`src/rtl/sram_arb_pkg.sv`:
```
// Shared widths and request/response record types for the SRAM front end.
package sram_arb_pkg;

  localparam int ADDR_WIDTH = 14;
  localparam int DATA_WIDTH = 32;
  localparam int BE_WIDTH   = DATA_WIDTH / 8;

  // One request as presented by an upstream port.
  typedef struct packed {
    logic [ADDR_WIDTH-1:0] address;
    logic                  read_not_write;
    logic [BE_WIDTH-1:0]   byte_enable;
    logic [DATA_WIDTH-1:0] write_data;
  } t_sram_req;

  // One read response, tagged with the port that asked for it.
  typedef struct packed {
    logic                  id;
    logic [DATA_WIDTH-1:0] data;
  } t_sram_rsp;

endpackage

```
`src/rtl/sram_arb_rsp_fifo.sv`:
```
// Small synchronous FIFO holding tagged read responses until the consumer
// takes them. The head entry is presented combinationally, so it stays
// stable for as long as the consumer withholds its pop.
module sram_arb_rsp_fifo
  import sram_arb_pkg::*;
#(
  parameter  int DEPTH = 2,
  localparam int PW    = (DEPTH > 1) ? $clog2(DEPTH) : 1,
  localparam int CW    = $clog2(DEPTH + 1)
) (
  input  logic          i_clk,
  input  logic          i_rst_n,
  input  logic          i_push,
  input  t_sram_rsp     i_push_data,
  input  logic          i_pop,
  output t_sram_rsp     o_head,
  output logic          o_empty,
  output logic [CW-1:0] o_count
);

  t_sram_rsp     r_mem [DEPTH];
  logic [PW-1:0] r_wrPtr;
  logic [PW-1:0] r_rdPtr;
  logic [CW-1:0] r_count;
  logic          w_full;

  assign w_full  = (r_count == CW'(DEPTH));
  assign o_empty = (r_count == '0);
  assign o_count = r_count;
  assign o_head  = r_mem[r_rdPtr];

  // Storage write; contents need no reset because the count gates visibility.
  always_ff @(posedge i_clk) begin
    if (i_push) begin
      r_mem[r_wrPtr] <= i_push_data;
    end
  end

  // Pointer and occupancy tracking; a simultaneous push and pop leaves the count alone.
  always_ff @(posedge i_clk or negedge i_rst_n) begin
    if (!i_rst_n) begin
      r_wrPtr <= '0;
      r_rdPtr <= '0;
      r_count <= '0;
    end else begin
      if (i_push) begin
        r_wrPtr <= (r_wrPtr == PW'(DEPTH - 1)) ? '0 : r_wrPtr + 1'b1;
      end
      if (i_pop) begin
        r_rdPtr <= (r_rdPtr == PW'(DEPTH - 1)) ? '0 : r_rdPtr + 1'b1;
      end
      case ({i_push, i_pop})
        2'b10:   r_count <= r_count + 1'b1;
        2'b01:   r_count <= r_count - 1'b1;
        default: r_count <= r_count;
      endcase
    end
  end

  a_noOverflow : assert property (@(posedge i_clk) disable iff (!i_rst_n)
    !(i_push && !i_pop && w_full));

endmodule

```
`src/rtl/sram_srw_32_req_arbiter.sv`:
```
// Two-port round-robin front end for the single-port byte-write SRAM.
// Requests are granted and driven onto the SRAM in the same cycle; read data
// returns one cycle later and is queued with its requester id. Reads are only
// granted while a response slot is guaranteed, counting the slot freed by a
// pop in the same cycle so back-to-back reads keep full rate.
module sram_srw_32_req_arbiter
  import sram_arb_pkg::*;
#(
  parameter int RSP_DEPTH = 2
) (
  input  logic                  sram_clock,
  input  logic                  reset_n,

  input  logic                  req0_valid,
  output logic                  req0_ready,
  input  logic [ADDR_WIDTH-1:0] req0_address,
  input  logic                  req0_read_not_write,
  input  logic [BE_WIDTH-1:0]   req0_byte_enable,
  input  logic [DATA_WIDTH-1:0] req0_write_data,

  input  logic                  req1_valid,
  output logic                  req1_ready,
  input  logic [ADDR_WIDTH-1:0] req1_address,
  input  logic                  req1_read_not_write,
  input  logic [BE_WIDTH-1:0]   req1_byte_enable,
  input  logic [DATA_WIDTH-1:0] req1_write_data,

  output logic                  rsp_valid,
  input  logic                  rsp_ready,
  output logic                  rsp_id,
  output logic [DATA_WIDTH-1:0] rsp_data,

  output logic                  sram_select,
  output logic                  sram_read_not_write,
  output logic [ADDR_WIDTH-1:0] sram_address,
  output logic [BE_WIDTH-1:0]   sram_write_enable,
  output logic [DATA_WIDTH-1:0] sram_write_data,
  input  logic [DATA_WIDTH-1:0] sram_data_out
);

  localparam int CW = $clog2(RSP_DEPTH + 1);
  localparam int UW = CW + 1;

  t_sram_req     w_req0;
  t_sram_req     w_req1;
  t_sram_req     w_sel;
  t_sram_rsp     w_pushData;
  t_sram_rsp     w_head;
  logic [1:0]    w_elig;
  logic          w_grantValid;
  logic          w_grantId;
  logic          w_readOk;
  logic          w_pop;
  logic          w_fifoEmpty;
  logic [CW-1:0] w_fifoCount;
  logic [UW-1:0] w_used;

  logic          r_lastGrant;
  logic          r_readInFlight;
  logic          r_readId;

  assign w_req0 = '{address:        req0_address,
                    read_not_write: req0_read_not_write,
                    byte_enable:    req0_byte_enable,
                    write_data:     req0_write_data};
  assign w_req1 = '{address:        req1_address,
                    read_not_write: req1_read_not_write,
                    byte_enable:    req1_byte_enable,
                    write_data:     req1_write_data};

  assign w_pop    = !w_fifoEmpty && rsp_ready;
  assign w_used   = UW'(w_fifoCount) + UW'(r_readInFlight) - UW'(w_pop);
  assign w_readOk = (w_used < UW'(RSP_DEPTH));

  // Eligibility and round-robin grant; nothing is granted while reset is held.
  always_comb begin
    w_elig[0]    = reset_n && req0_valid && (!req0_read_not_write || w_readOk);
    w_elig[1]    = reset_n && req1_valid && (!req1_read_not_write || w_readOk);
    w_grantValid = |w_elig;
    w_grantId    = 1'b0;
    if (w_elig == 2'b11) begin
      w_grantId = ~r_lastGrant;
    end else if (w_elig[1]) begin
      w_grantId = 1'b1;
    end
    req0_ready = w_grantValid && !w_grantId;
    req1_ready = w_grantValid && w_grantId;
  end

  assign w_sel = w_grantId ? w_req1 : w_req0;

  // SRAM drive for the granted request; a zero-enable write is accepted without touching the array.
  always_comb begin
    sram_select         = 1'b0;
    sram_read_not_write = 1'b0;
    sram_address        = '0;
    sram_write_enable   = '0;
    sram_write_data     = '0;
    if (w_grantValid) begin
      sram_address        = w_sel.address;
      sram_read_not_write = w_sel.read_not_write;
      if (w_sel.read_not_write) begin
        sram_select = 1'b1;
      end else begin
        sram_select       = |w_sel.byte_enable;
        sram_write_enable = w_sel.byte_enable;
        sram_write_data   = w_sel.write_data;
      end
    end
  end

  // Grant history and the one-cycle read tracker that schedules the FIFO push.
  always_ff @(posedge sram_clock or negedge reset_n) begin
    if (!reset_n) begin
      r_lastGrant    <= 1'b1;
      r_readInFlight <= 1'b0;
      r_readId       <= 1'b0;
    end else begin
      if (w_grantValid) begin
        r_lastGrant <= w_grantId;
      end
      r_readInFlight <= w_grantValid && w_sel.read_not_write;
      r_readId       <= w_grantId;
    end
  end

  assign w_pushData = '{id: r_readId, data: sram_data_out};

  sram_arb_rsp_fifo #(
    .DEPTH (RSP_DEPTH)
  ) u_rspFifo (
    .i_clk       (sram_clock),
    .i_rst_n     (reset_n),
    .i_push      (r_readInFlight),
    .i_push_data (w_pushData),
    .i_pop       (w_pop),
    .o_head      (w_head),
    .o_empty     (w_fifoEmpty),
    .o_count     (w_fifoCount)
  );

  assign rsp_valid = !w_fifoEmpty;
  assign rsp_id    = w_head.id;
  assign rsp_data  = w_head.data;

endmodule

```
`config.mk`:
```
export PLATFORM = sky130hd
export DESIGN_NAME = sram_srw_32_req_arbiter
export DESIGN_NICKNAME = d
export VERILOG_FILES = /design/src/rtl/sram_arb_pkg.sv /design/src/rtl/sram_arb_rsp_fifo.sv /design/src/rtl/sram_srw_32_req_arbiter.sv
export SDC_FILE = /design/constraint.sdc
export NUM_CORES = 1
export LEC_CHECK = 0
export ABC_AREA = 1
export ABC_CLOCK_PERIOD_IN_PS = 3060
export BUFFER_PORTS_ARGS = -buffer_cell sky130_fd_sc_hd__buf_4
export CAP_MARGIN = 15
export CELL_PAD_IN_SITES_DETAIL_PLACEMENT = 1
export CELL_PAD_IN_SITES_GLOBAL_PLACEMENT = 2
export CORE_MARGIN = 2
export CORE_UTILIZATION = 21
export DETAILED_ROUTE_END_ITERATION = 10
export HOLD_SLACK_MARGIN = 0.06
export PLACE_DENSITY_LB_ADDON = 0.25
export SLEW_MARGIN = 15
export SYNTH_ARGS = -nofsm -noshare
export SYNTH_HDL_FRONTEND = slang
export SYNTH_SLANG_ARGS = --single-unit
export TNS_END_PERCENT = 10
```
`constraint.sdc`:
```
create_clock -name sram_clock -period 3.06 [get_ports sram_clock]
set_clock_uncertainty 0.2 [all_clocks]
set_input_delay 0.153 -clock sram_clock [delete_from_list [all_inputs] [get_ports sram_clock]]
set_output_delay 0.153 -clock sram_clock [all_outputs]
set_load 0.02 [all_outputs]
```
==> metrics.yaml, run 1 <==
cpPeakStageDelay_ns: 0.56
p_sw_w: 0.00194
port_buffers: 226
rows: 48
synthToLayoutAreaGrowth_pct: 98.5
synth.avg_cell_area_um2: 9.77
tightest_slew_ns: 0.484
finalHoldViolCount: 0
routedWlPerCell_um: 15.8
clock_path_buffers: 2
grt_antenna_before_repair: 0
num_antenna_cells: 0
maxSlewHeadroom_pct: 67.7
cp.required_ns: 2.71
synth.area.top_cells: "edfxtp_1 54%, nand2_1 19%, a21oi_2 6.2%, dfrtp_1 4.1%, a22o_1 3.1%"
synth.yosys.seq_area_share_pct: 58.9
vias: 3741
cp_slowest_cell: "fa_2"
h-tree-depth: 3
max_freq_mhz: 286
setup_viol: 54
drtIter0Drc: 63
cts-buffers-inserted: 9
hp-class: "in2async"
outcome: "complete, but fails checks"
cts_tree: "yes"
power.leakage_nw: 3.26
top_usage_layer: "met2"
max_cap_violations: 0
pin_count: 227
die_h_um: 136
ys_warn_count: 0
synth_top_cell_by_area: "edfxtp_1"
critPathMaxFanout: 11
drtPass1Iterations: 4
startpoint_type: "register"
gp_congestion: 0.736
dp_hpwl_mm: 10.4
synth_nets: 517
arrival_ns: 3.14
multi_input_comb_area_um2: 1760
fillers: 1951
finalSetupTns_ns: -21.67
final.setup.worst_slack_ns: -0.432
final_nets: 811
gr-total-overflow: 0
vias_per_cell: 4.16
synth.distinct_cells: 28
rsz0062_at_grt: "true"
violations: "setup timing"
powerDensity_nw_per_um2: 684
drv_slew: 0
layout.cells.non_filler: 899
switching_share_pct: 39.1
syn-cell-area_um2: 3660
post-place-ws_ns: -0.174
dieArea_um2: 18500
clk_latency_ns: 0.32
final_antenna_net_count: 0
grt_usage_pct: 14.8
ir_drop_uv: 315
grt_util_met2_pct: 27.6
met3_usage_pct: 5.26
period_minus_slack_ns: 3.49
p_clk_share_pct: 18.0
seq_area_um2: 2160
period_share_pct: 114
drive_gt1_share_pct: 53.7
grt_max_degree: 34
power_frac_seq_pct: 26.5
p_int_w: 0.00303
cp-end-kind: "output port"
cts.sinks: 73
fin_util_pct: 42.3
drc: 0
clock-root-buffer: "clkbuf_16"
routed_wl_mm: 14.2
crit_top_cell: "nand2_4"
die_width_um: 136
start_util_pct: 21.3
grt_use_met1_pct: 16.0
crit_type: "reg2out"
synth_cells: 375
synth_top_area_share_pct: 54.1
p_total_w: 0.00497
clkTransAtPathRegs_ns: 0.05
grt_pass1_vias: 4090
dp_cells: 835
grt_pass1_wl_mm: 21.1
synth.ff_latch_count: 73
path_cells: "inv_2 > nand2_4 > nand2_4 > inv_4 > ha_4 > or2_4 > fa_2 > nand3_4 > a21oi_4 > nand2_4 > o21ai_4 > nand2_4 > buf_12 > a21oi_4 > buf_6"
combPwrFrac_pct: 55.5
design.core.area_um2: 17200
## worst max-delay path, delay by kind of cell, from the launching register on
kind / cells / cell delay (ns)
buffers and inverters: 4 / 0.47
adder cells (fa/ha/maj): 2 / 0.76
AND/OR/NAND/NOR: 6 / 0.72
flip-flops: 1 / 0.39
AO/OA/AOI/OAI: 3 / 0.48
## repair_timing
item                                    CTS  global route
setup buffers                             7             2
resized for setup                        64            17
hold buffers                             35             0
endpoints found under the setup margin   54            54
cloned                                    2             3
hold endpoints to repair                 72             0
pin swaps                                 4            13
## path summary, 6_finish.rpt
| check | startpoint | end | slack (ns) | depth (start not counted) |
|---|---|---|---|---|
| setup / recovery | u_rspFifo.o_count[1] | sram_write_data[19] | -0.43 | 15 |
| hold / removal | reset_n | r_lastGrant | 0.13 | 2 |
| setup reg to reg | u_rspFifo.o_count[1] | r_readInFlight | 0.14 | 16 |
| hold reg to reg | r_readInFlight | u_rspFifo.r_wrPtr | 0.28 | 1 |
| max in group asynchronous | reset_n | u_rspFifo.r_rdPtr | 1.79 | 3 |
| min in group sram_clock | req0_read_not_write | r_lastGrant | 0.15 | 6 |
## flip-flops by register name, summed over array words and instances, names as in the netlist
signal             flops
u_rspFifo.r_mem       66
u_rspFifo.o_count      2
r_lastGrant            1
r_readId               1
r_readInFlight         1
u_rspFifo.r_rdPtr      1
u_rspFifo.r_wrPtr      1
## logic make-up after synthesis
group	after synthesis	synth area share, %
and+or+nand+nor	202	21.8
DFF	73	58.9
AOI/OAI and AO/OA	52	11.5
buffers and inverters	41	5.60
xor gates and xnor gates	4	0.956
adders and majority gates	3	1.23
## synthesized netlist by cell type (all sizes together)
cell	n
a21oi	34
a22o	13
buf	13
clkbuf	7
clkinv	1
dfrtp	6
dfstp	1
edfxtp	66
fa	1
ha	2
inv	20
nand2	185
nand3	5
nand3b	1
nor2	10
o21ai	5
or2	1
xnor2	1
xor2	3
## area by class of cell
type	instances	area share (%)
clock buffer	12	3.25
tap	225	3.87
multi-input combinational	261	24.2
inverter	21	1.26
clock inverter	4	0.275
sequential	73	29.7
timing repair buffer	303	37.5
## layer usage
| metal | part of all wire [%] | routed length, µm | vias to the layer above |
|---|---|---|---|
| met5 | 0 | 0 | - |
| met4 | 0.91 | 129 | 0 |
| met3 | 8.8 | 1250 | 9 |
| met2 | 53 | 7570 | 151 |
| met1 | 37 | 5260 | 1759 |
| li1 | - | - | 1822 |
## cell usage in the layout, fill, tap and decap left out, types with 4 or more instances in the layout
cell type	instances
edfxtp_1	66
buf_12	7
clkbuf_16	12
a21oi_2	6
dfrtp_1	6
a21oi_4	27
buf_6	47
inv_1	15
nand2_1	165
buf_4	208
nand2_2	13
nor2_4	6
nand2_4	7
a22o_4	9
dlygate4sd3_1	35
a22o_1	4
## power by group through the flow
stage	registers, W	clock network, W	logic (W)
after CTS	0.00132	0.000933	0.00269
after global placement	0.00133	0	0.00242
final	0.00132	0.000895	0.00276
after detailed placement	0.00133	0	0.00246
after global routing	0.00133	0.000970	0.00298
after floorplan	0.00133	0	0.00140
## metrics by stage
step | hold slack [ns] | area [µm²]
global route | 0.138 | 7270
CTS | 0.110 | 7130
detailed placement | -0.214 | 6190
floorplan | -0.343 | 4060
global placement | -0.218 | 6190
finish | 0.131 | 7270
Note: power is estimated with default switching activity, not from simulation.
==> inputs of run 2 (changes only) <==
- CORE_UTILIZATION: 21 -> 22
- SYNTH_HIERARCHICAL: not set -> 1
==> run 2 against run 1 <==
Effect of this change:
- the flow still finishes with violations (setup timing)
- synthesized area is 2.9% higher
- sequential share of layout area is 2.0 points higher
- die area decreased by 1.8%
- critical path depth grew 1
- critical path type unchanged
==> metrics.yaml, run 2 <==
dp_hpwl_mm: 10.4  # -0.40%
cp_slowest_cell: "fa_1"
finalHoldViolCount: 0  # unchanged
cp.required_ns: 2.71  # about the same
wl_met2_mm: 7.47  # -1.3%
synth_top_cell_by_area: "edfxtp_1"
critical_path_buf_inv_count: 3  # -1
synth.yosys.seq_area_share_pct: 57.3  # -1.6 points
rows: 47  # -2.1%
synthArstFlopShare_pct: 9.59  # unchanged
p_total_w: 0.00481  # -3.4%
multi_input_comb_area_um2: 1350  # -23%
drtIter0Drc: 99  # +57%
power.leakage_nw: 3.13  # -3.8%
synth_cells: 385  # +2.7%
r2r_slack_ns: 0.32  # +0.18 ns
synth_top_area_share_pct: 52.6  # -1.5 points
grt_antenna_before_repair: 0  # unchanged
crit_type: "reg2out"
cp-end-kind: "output port"
period_minus_slack_ns: 3.34  # -0.153 ns
routed_wl_mm: 13.8  # -3.1%
largest_reg_flops: 66  # unchanged
synth-edff-count: 66  # unchanged
mostFrequentLayoutCell: "buf_4"
regMostFlops: "u_rspFifo/r_mem"
reg2reg_from: "u_rspFifo/o_count[0]"
clock-root-buffer: "clkbuf_16"
drtPass1Iterations: 4  # unchanged
ys_warn_count: 6  # +6
clkTransAtPathRegs_ns: 0.06  # about the same
stdcell_area_um2: 6810  # -6.4%
drc: 0  # unchanged
gr-total-overflow: 0  # unchanged
clk_latency_ns: 0.32  # about the same
max_cap_violations: 0  # unchanged
h-tree-depth: 3  # unchanged
min-delay-start: "rsp_ready"
routedWlPerCell_um: 15.4  # -2.6%
arrival_ns: 2.99  # -0.15 ns
synth_most_common_cell: "nand2_1"
synthFlopType: "edfxtp_1"
hp-class: "in2reg"
path_cells: "nor2_2 > nor2_2 > ha_1 > nor2_2 > fa_1 > inv_1 > nand3_2 > nand2_2 > nand3_4 > nand2_4 > nand2_2 > o21ai_4 > nand2_4 > buf_12 > a21oi_2 > buf_4"
setup_viol: 54  # unchanged
cpPeakStageDelay_ns: 0.43  # -0.13 ns
syn-cell-area_um2: 3770  # +2.9%
drive_gt1_share_pct: 49.0  # -4.7 points
grt_usage_pct: 14.7  # -0.12 points
die_h_um: 135  # -0.88%
place_area_um2: 5790  # -6.6%
synth.avg_cell_area_um2: 9.79  # +0.20%
vias: 3763  # +0.59%
maxSlewHeadroom_pct: 52.6  # -15 points
cts-buffers-inserted: 9  # unchanged
pin_count: 227  # unchanged
final.setup.worst_slack_ns: -0.279  # +0.153 ns
grt_pass1_vias: 4191  # +2.5%
critPathMaxFanout: 12  # +1
powerDensity_nw_per_um2: 706  # +3.2%
drv_slew: 0  # unchanged
gp_congestion: 0.761  # +3.5%
synthToLayoutAreaGrowth_pct: 80.6
tightest_slew_ns: 0.711  # +0.228 ns
design.core.area_um2: 16600  # -3.1%
synth.distinct_cells: 28  # unchanged
cts.sinks: 73  # unchanged
num_antenna_cells: 0  # unchanged
whs_ns: 0.0935  # -0.0377 ns
vias_per_cell: 4.21  # +1.2%
route.top_layer_used: "met4"
dieArea_um2: 18200  # -1.8%
crit_top_cell: "nor2_2"
seq_area_um2: 2160  # about the same
cts_tree: "yes"
final_nets: 811  # unchanged
synth.area.top_cells: "edfxtp_1 53%, nand2_1 12%, a21oi_2 6.0%, inv_1 5.8%, o21ai_0 4.4%"
dr_wl_met3_mm: 1.18  # -5.7%
start_util_pct: 22.6  # +1.3 points
ir_drop_uv: 258  # -18%
rsz0062_at_grt: "true"
outcome: "complete, but fails checks"
grt_max_degree: 45  # +32%
port_buffers: 226  # unchanged
final_cell_mix: "212 x buf_4, 112 x nand2_1, 66 x edfxtp_1, 58 x inv_1, 40 x buf_6"
violations: "setup timing"
synthTopCellsByCount: "118 x nand2_1, 66 x edfxtp_1, 58 x inv_1, 33 x o21ai_0, 26 x a21oi_2"
post-place-ws_ns: -0.0738  # +0.0999 ns
synth.ff_latch_count: 73  # unchanged
critPathTopFamily: "simple AND/OR/NAND/NOR gates"
period_share_pct: 109  # -5.0 points
final_antenna_net_count: 0  # unchanged
startpoint_type: "register"
die_width_um: 135  # -0.88%
cp-startpoint: "u_rspFifo/o_count[0]"
max_freq_mhz: 300  # +4.6%
clock_path_buffers: 2  # unchanged
synth_nets: 527  # +1.9%
fillers: 1878  # -3.7%
met1Wirelength_mm: 4.90  # -6.8%
grt_pass1_wl_mm: 20.7  # -1.9%
[run 2: changes by cell type in the layout (fill, tap and decap cells not counted), moves of 20 or more]
cell and change:
o21ai_0 +29, nand2_1 -53, inv_1 +43, a21oi_2 +20
a21oi_4 -21
[run 2: cell families after synthesis]
| family | count (synthesis) | synth area share [%] |
|---|---|---|
| AO/OA/AOI/OAI | 83 | 15.3 |
| XOR/XNOR | 3 | 0.697 |
| adder cells (fa/ha/maj) | 3 | 1.20 |
| buffers and inverters | 81 | 10.3 |
| flip-flops | 73 | 57.3 |
| AND/OR/NAND/NOR | 142 | 15.2 |
[run 2: repair_timing]
| action | 4_1_cts | 5_1_grt |
|---|---|---|
| pin swaps | 12 | 20 |
| hold buffers | 35 | 0 |
| gates resized for setup | 53 | 19 |
| endpoints found under the setup margin | 54 | 54 |
| endpoints found under the hold margin | 72 | 0 |
| setup buffers | 8 | 2 |
| gates cloned | 1 | 1 |
[run 2: worst paths after layout]
check	depth (start not counted)	end
setup / recovery	16	sram_write_data[16]
hold / removal	5	u_rspFifo/r_rdPtr
setup reg to reg	14	r_readInFlight
hold reg to reg	0	u_rspFifo/r_mem[0][32]
max in group asynchronous	3	u_rspFifo/r_rdPtr
min in group asynchronous	2	r_lastGrant
[run 2: per-layer routing]
| metal | vias up | track usage (%) |
|---|---|---|
| met5 | - | 0 |
| met4 | 0 | 3.98 |
| met3 | 13 | 5.18 |
| met2 | 154 | 28.9 |
| met1 | 1773 | 14.4 |
| li1 | 1823 | - |
[run 2: layout make-up]
| cell class | count | share of cell area [%] |
|---|---|---|
| Clock inverter | 3 | 0.257 |
| Sequential cell | 73 | 31.7 |
| Tap cell | 220 | 4.04 |
| Timing Repair Buffer | 293 | 37.1 |
| Clock buffer | 13 | 3.68 |
| Inverter | 61 | 3.36 |
| Multi-Input combinational cell | 231 | 19.8 |
[run 2: worst min-delay path, delay by kind of cell]
kind,cells,cell delay (ns)
xor+xnor,1,0.05
simple gates,1,0.12
buf+inv,3,0.25
[run 2: power by group]
group / switching, W / internal [W] / total, W
clock network: 0.000372 / 0.000568 / 0.000941
registers: 0.000137 / 0.00127 / 0.00141
logic: 0.00136 / 0.00109 / 0.00246
total: 0.00187 / 0.00293 / 0.00481
[run 2: stage by stage]
stage          TNS [ns]  instances  utilization (%)
2_1_floorplan         0        385                -
3_3_place_gp          0        832             34.8
3_5_place_dp     -0.624        832             34.8
4_1_cts          -15.18        892             40.2
5_1_grt          -23.28        894             40.9
6_report         -12.78        894             40.9
==> inputs of run 3 (changes only) <==
--- a/config.mk
+++ b/config.mk
@@ -17,4 +17,5 @@
 export HOLD_SLACK_MARGIN = 0.06
 export PLACE_DENSITY_LB_ADDON = 0.25
+export SKIP_LAST_GASP = 1
 export SLEW_MARGIN = 15
 export SYNTH_ARGS = -nofsm -noshare
==> constraint.sdc (replaced) <==
create_clock -name sram_clock -period 3.06 [get_ports sram_clock]
set_clock_uncertainty 0.2 [all_clocks]
set_input_delay 0.459 -clock sram_clock [delete_from_list [all_inputs] [get_ports sram_clock]]
set_output_delay 0.459 -clock sram_clock [all_outputs]
set_load 0.02 [all_outputs]
==> run 3 against run 2 <==
Effect of this change:
- clock-buffer cell count decreased by 4
- via count decreased by 2.4%
- global-route usage increased by 0.57 points
- worst setup slack got worse by 0.37 ns
- highest routed layer unchanged
- the run still ends with setup timing left
==> metrics.yaml, run 3 (synthesized netlist as in run 2, its figures left out) <==
multi_input_comb_area_um2: 1580  # +17%
dieArea_um2: 18200  # unchanged
seq_area_um2: 2160  # unchanged
startpoint_type: "register"
critical_path_buf_inv_count: 6  # +3
critPathTopFamily: "adder cells"
start_util_pct: 22.6  # unchanged
power_frac_seq_pct: 26.0  # -3.3 points
critPathMaxFanout: 8  # -4
max_freq_mhz: 270  # -10%
gr-total-overflow: 0  # unchanged
tightest_slew_ns: 0.676  # -0.0358 ns
p_int_w: 0.00326  # +11%
hp-class: "in2reg"
maxSlewHeadroom_pct: 54.9  # +2.3 points
port_buffers: 226  # unchanged
p_sw_w: 0.00200  # +6.7%
crit_type: "reg2out"
routed_wl_mm: 14.2  # +3.1%
cp.depth: 16  # unchanged
mostFrequentLayoutCell: "buf_4"
final_nets: 791  # -2.5%
grt_pass1_wl_mm: 21.0  # +1.4%
vias: 3674  # -2.4%
clk_latency_ns: 0.33  # about the same
grt_usage_pct: 15.3  # +0.57 points
cts-buffers-inserted: 9  # unchanged
rsz0062_at_grt: "true"
final_antenna_net_count: 0  # unchanged
routedWlPerCell_um: 16.3  # +5.6%
fin_util_pct: 41.8  # +0.86 points
h-tree-depth: 3  # unchanged
cp.required_ns: 2.40  # -0.31 ns
regMostFlops: "u_rspFifo/r_mem"
gp_congestion: 0.834  # +9.6%
reg2reg_from: "u_rspFifo/o_count[0]"
clkTransAtPathRegs_ns: 0.06  # about the same
path_cells: "nor2_2 > nor2_2 > ha_1 > nor2_2 > fa_1 > inv_1 > nand3_2 > a21oi_4 > nand2_4 > buf_6 > buf_8 > nand2_8 > inv_8 > buf_6 > a22o_1 > buf_4"
design.core.area_um2: 16600  # unchanged
endpoint: "sram_address[9]"
powerDensity_nw_per_um2: 756  # +7.1%
outcome: "complete, but fails checks"
synthToLayoutAreaGrowth_pct: 84.4
reg2reg_depth: 15  # +1
drive_gt1_share_pct: 53.8  # +4.8 points
dp_cells: 841  # +1.1%
reg2reg_to: "r_readInFlight"
period_share_pct: 121  # +12 points
vias_per_cell: 4.21  # about the same
final_cell_mix: "230 x buf_4, 108 x nand2_1, 66 x edfxtp_1, 58 x inv_1, 32 x o21ai_0"
fillers: 1878  # unchanged
cpPeakStageDelay_ns: 0.41  # -0.02 ns
cts.sinks: 73  # unchanged
combPwrFrac_pct: 51.2  # about the same
setup_viol: 54  # unchanged
grt_pass1_vias: 4037  # -3.7%
cts_tree: "yes"
rows: 47  # unchanged
power.leakage_nw: 3.15  # +0.62%
switching_share_pct: 38.0  # -0.92 points
arrival_ns: 3.05  # +0.06 ns
die_h_um: 135  # unchanged
layout.cells.non_filler: 873  # -2.3%
cp_slowest_cell: "fa_1"
max_cap_violations: 0  # unchanged
crit_top_cell: "nor2_2"
grt_antenna_before_repair: 0  # unchanged
period_minus_slack_ns: 3.71  # +0.370 ns
clock_path_buffers: 2  # unchanged
grt_max_degree: 49  # +8.9%
num_antenna_cells: 0  # unchanged
pin_count: 227  # unchanged
violations: "setup timing"
largest_reg_flops: 66  # unchanged
cp-startpoint: "u_rspFifo/o_count[0]"
r2r_slack_ns: 0.26  # -0.06 ns
p_clk_share_pct: 22.8  # +3.2 points
final.setup.worst_slack_ns: -0.649  # -0.370 ns
clock-root-buffer: "clkbuf_16"
finalHoldViolCount: 0  # unchanged
drtPass1Iterations: 4  # unchanged
die_width_um: 135  # unchanged
cp-end-kind: "output port"
drv_slew: 0  # unchanged
dp_hpwl_mm: 11.1  # +6.5%
drc: 0  # unchanged
ir_drop_uv: 313  # +21%
post-place-ws_ns: -0.465  # -0.391 ns
drtIter0Drc: 104  # +5.1%
-- run 3: per-layer routing --
layer  part of all wire (%)  vias up  GRT usage [%]  wire [µm]
li1                       -     1789              -          -
met3                    8.8       10           5.22       1260
met1                     35     1725           15.3       5000
met4                    1.1        0           4.04        157
met5                      0        -              0          0
met2                     55      150           29.8       7770
-- run 3: area by class of cell --
| cell class | count | area share [%] |
|---|---|---|
| Timing Repair Buffer | 272 | 33.9 |
| Clock inverter | 6 | 1.66 |
| Sequential cell | 73 | 31.1 |
| Multi-Input combinational cell | 232 | 22.7 |
| Inverter | 61 | 3.47 |
| Clock buffer | 9 | 3.24 |
| Tap cell | 220 | 3.96 |
-- run 3: repair_timing --
action                     in CTS  in global routing
hold buffers                    1                  0
hold endpoints to repair        7                  0
resized for setup              37                 22
pin swaps                      12                 14
setup endpoints to repair      54                 54
gates cloned                    5                  1
buffers inserted                8                  2
-- run 3: power groups by stage --
stage	clock network, W	logic [W]	registers (W)
final	0.00120	0.00269	0.00137
after floorplan	0	0.00143	0.00135
after global placement	0	0.00239	0.00138
after global routing	0.00127	0.00290	0.00139
after detailed placement	0	0.00244	0.00139
after CTS	0.00123	0.00265	0.00137
-- run 3: how the worst min path moves through the flow --
stage	start	endpoint	slack, ns	cells past startpoint
floorplan	reset_n	r_readId	-0.04	0
finish	sram_data_out[28]	u_rspFifo/r_mem[0][28]	0.11	1
CTS	sram_data_out[12]	u_rspFifo/r_mem[0][12]	0.1	1
detailed placement	reset_n	r_readId	0.09	1
global route	sram_data_out[3]	u_rspFifo/r_mem[1][3]	0.10	1
global placement	reset_n	r_readInFlight	0.09	1
-- run 3: metrics by stage --
step	setup TNS (ns)	hold slack, ns	total power, W	instance area (µm²)
floorplan	-7.55	-0.0366	0.00278	4050
global placement	-16.40	0.0898	0.00377	6170
detailed placement	-20.01	0.0934	0.00383	6170
CTS	-36.32	0.0999	0.00525	6830
global route	-43.29	0.102	0.00556	6950
finish	-31.92	0.113	0.00525	6950
-- run 3: worst reg2reg max path, stage by stage (launching register included) --
cell and delay (ns):
dfrtp_1 0.38, nor2_2 0.15, nor2_2 0.06, ha_1 0.30
nor2_2 0.12, fa_1 0.41, inv_1 0.08, nand3_2 0.10
a21oi_4 0.17, nand2_4 0.09, nand2_2 0.08, o21ai_4 0.06
buf_12 0.14, buf_4 0.13, nor2_1 0.14, buf_4 0.13
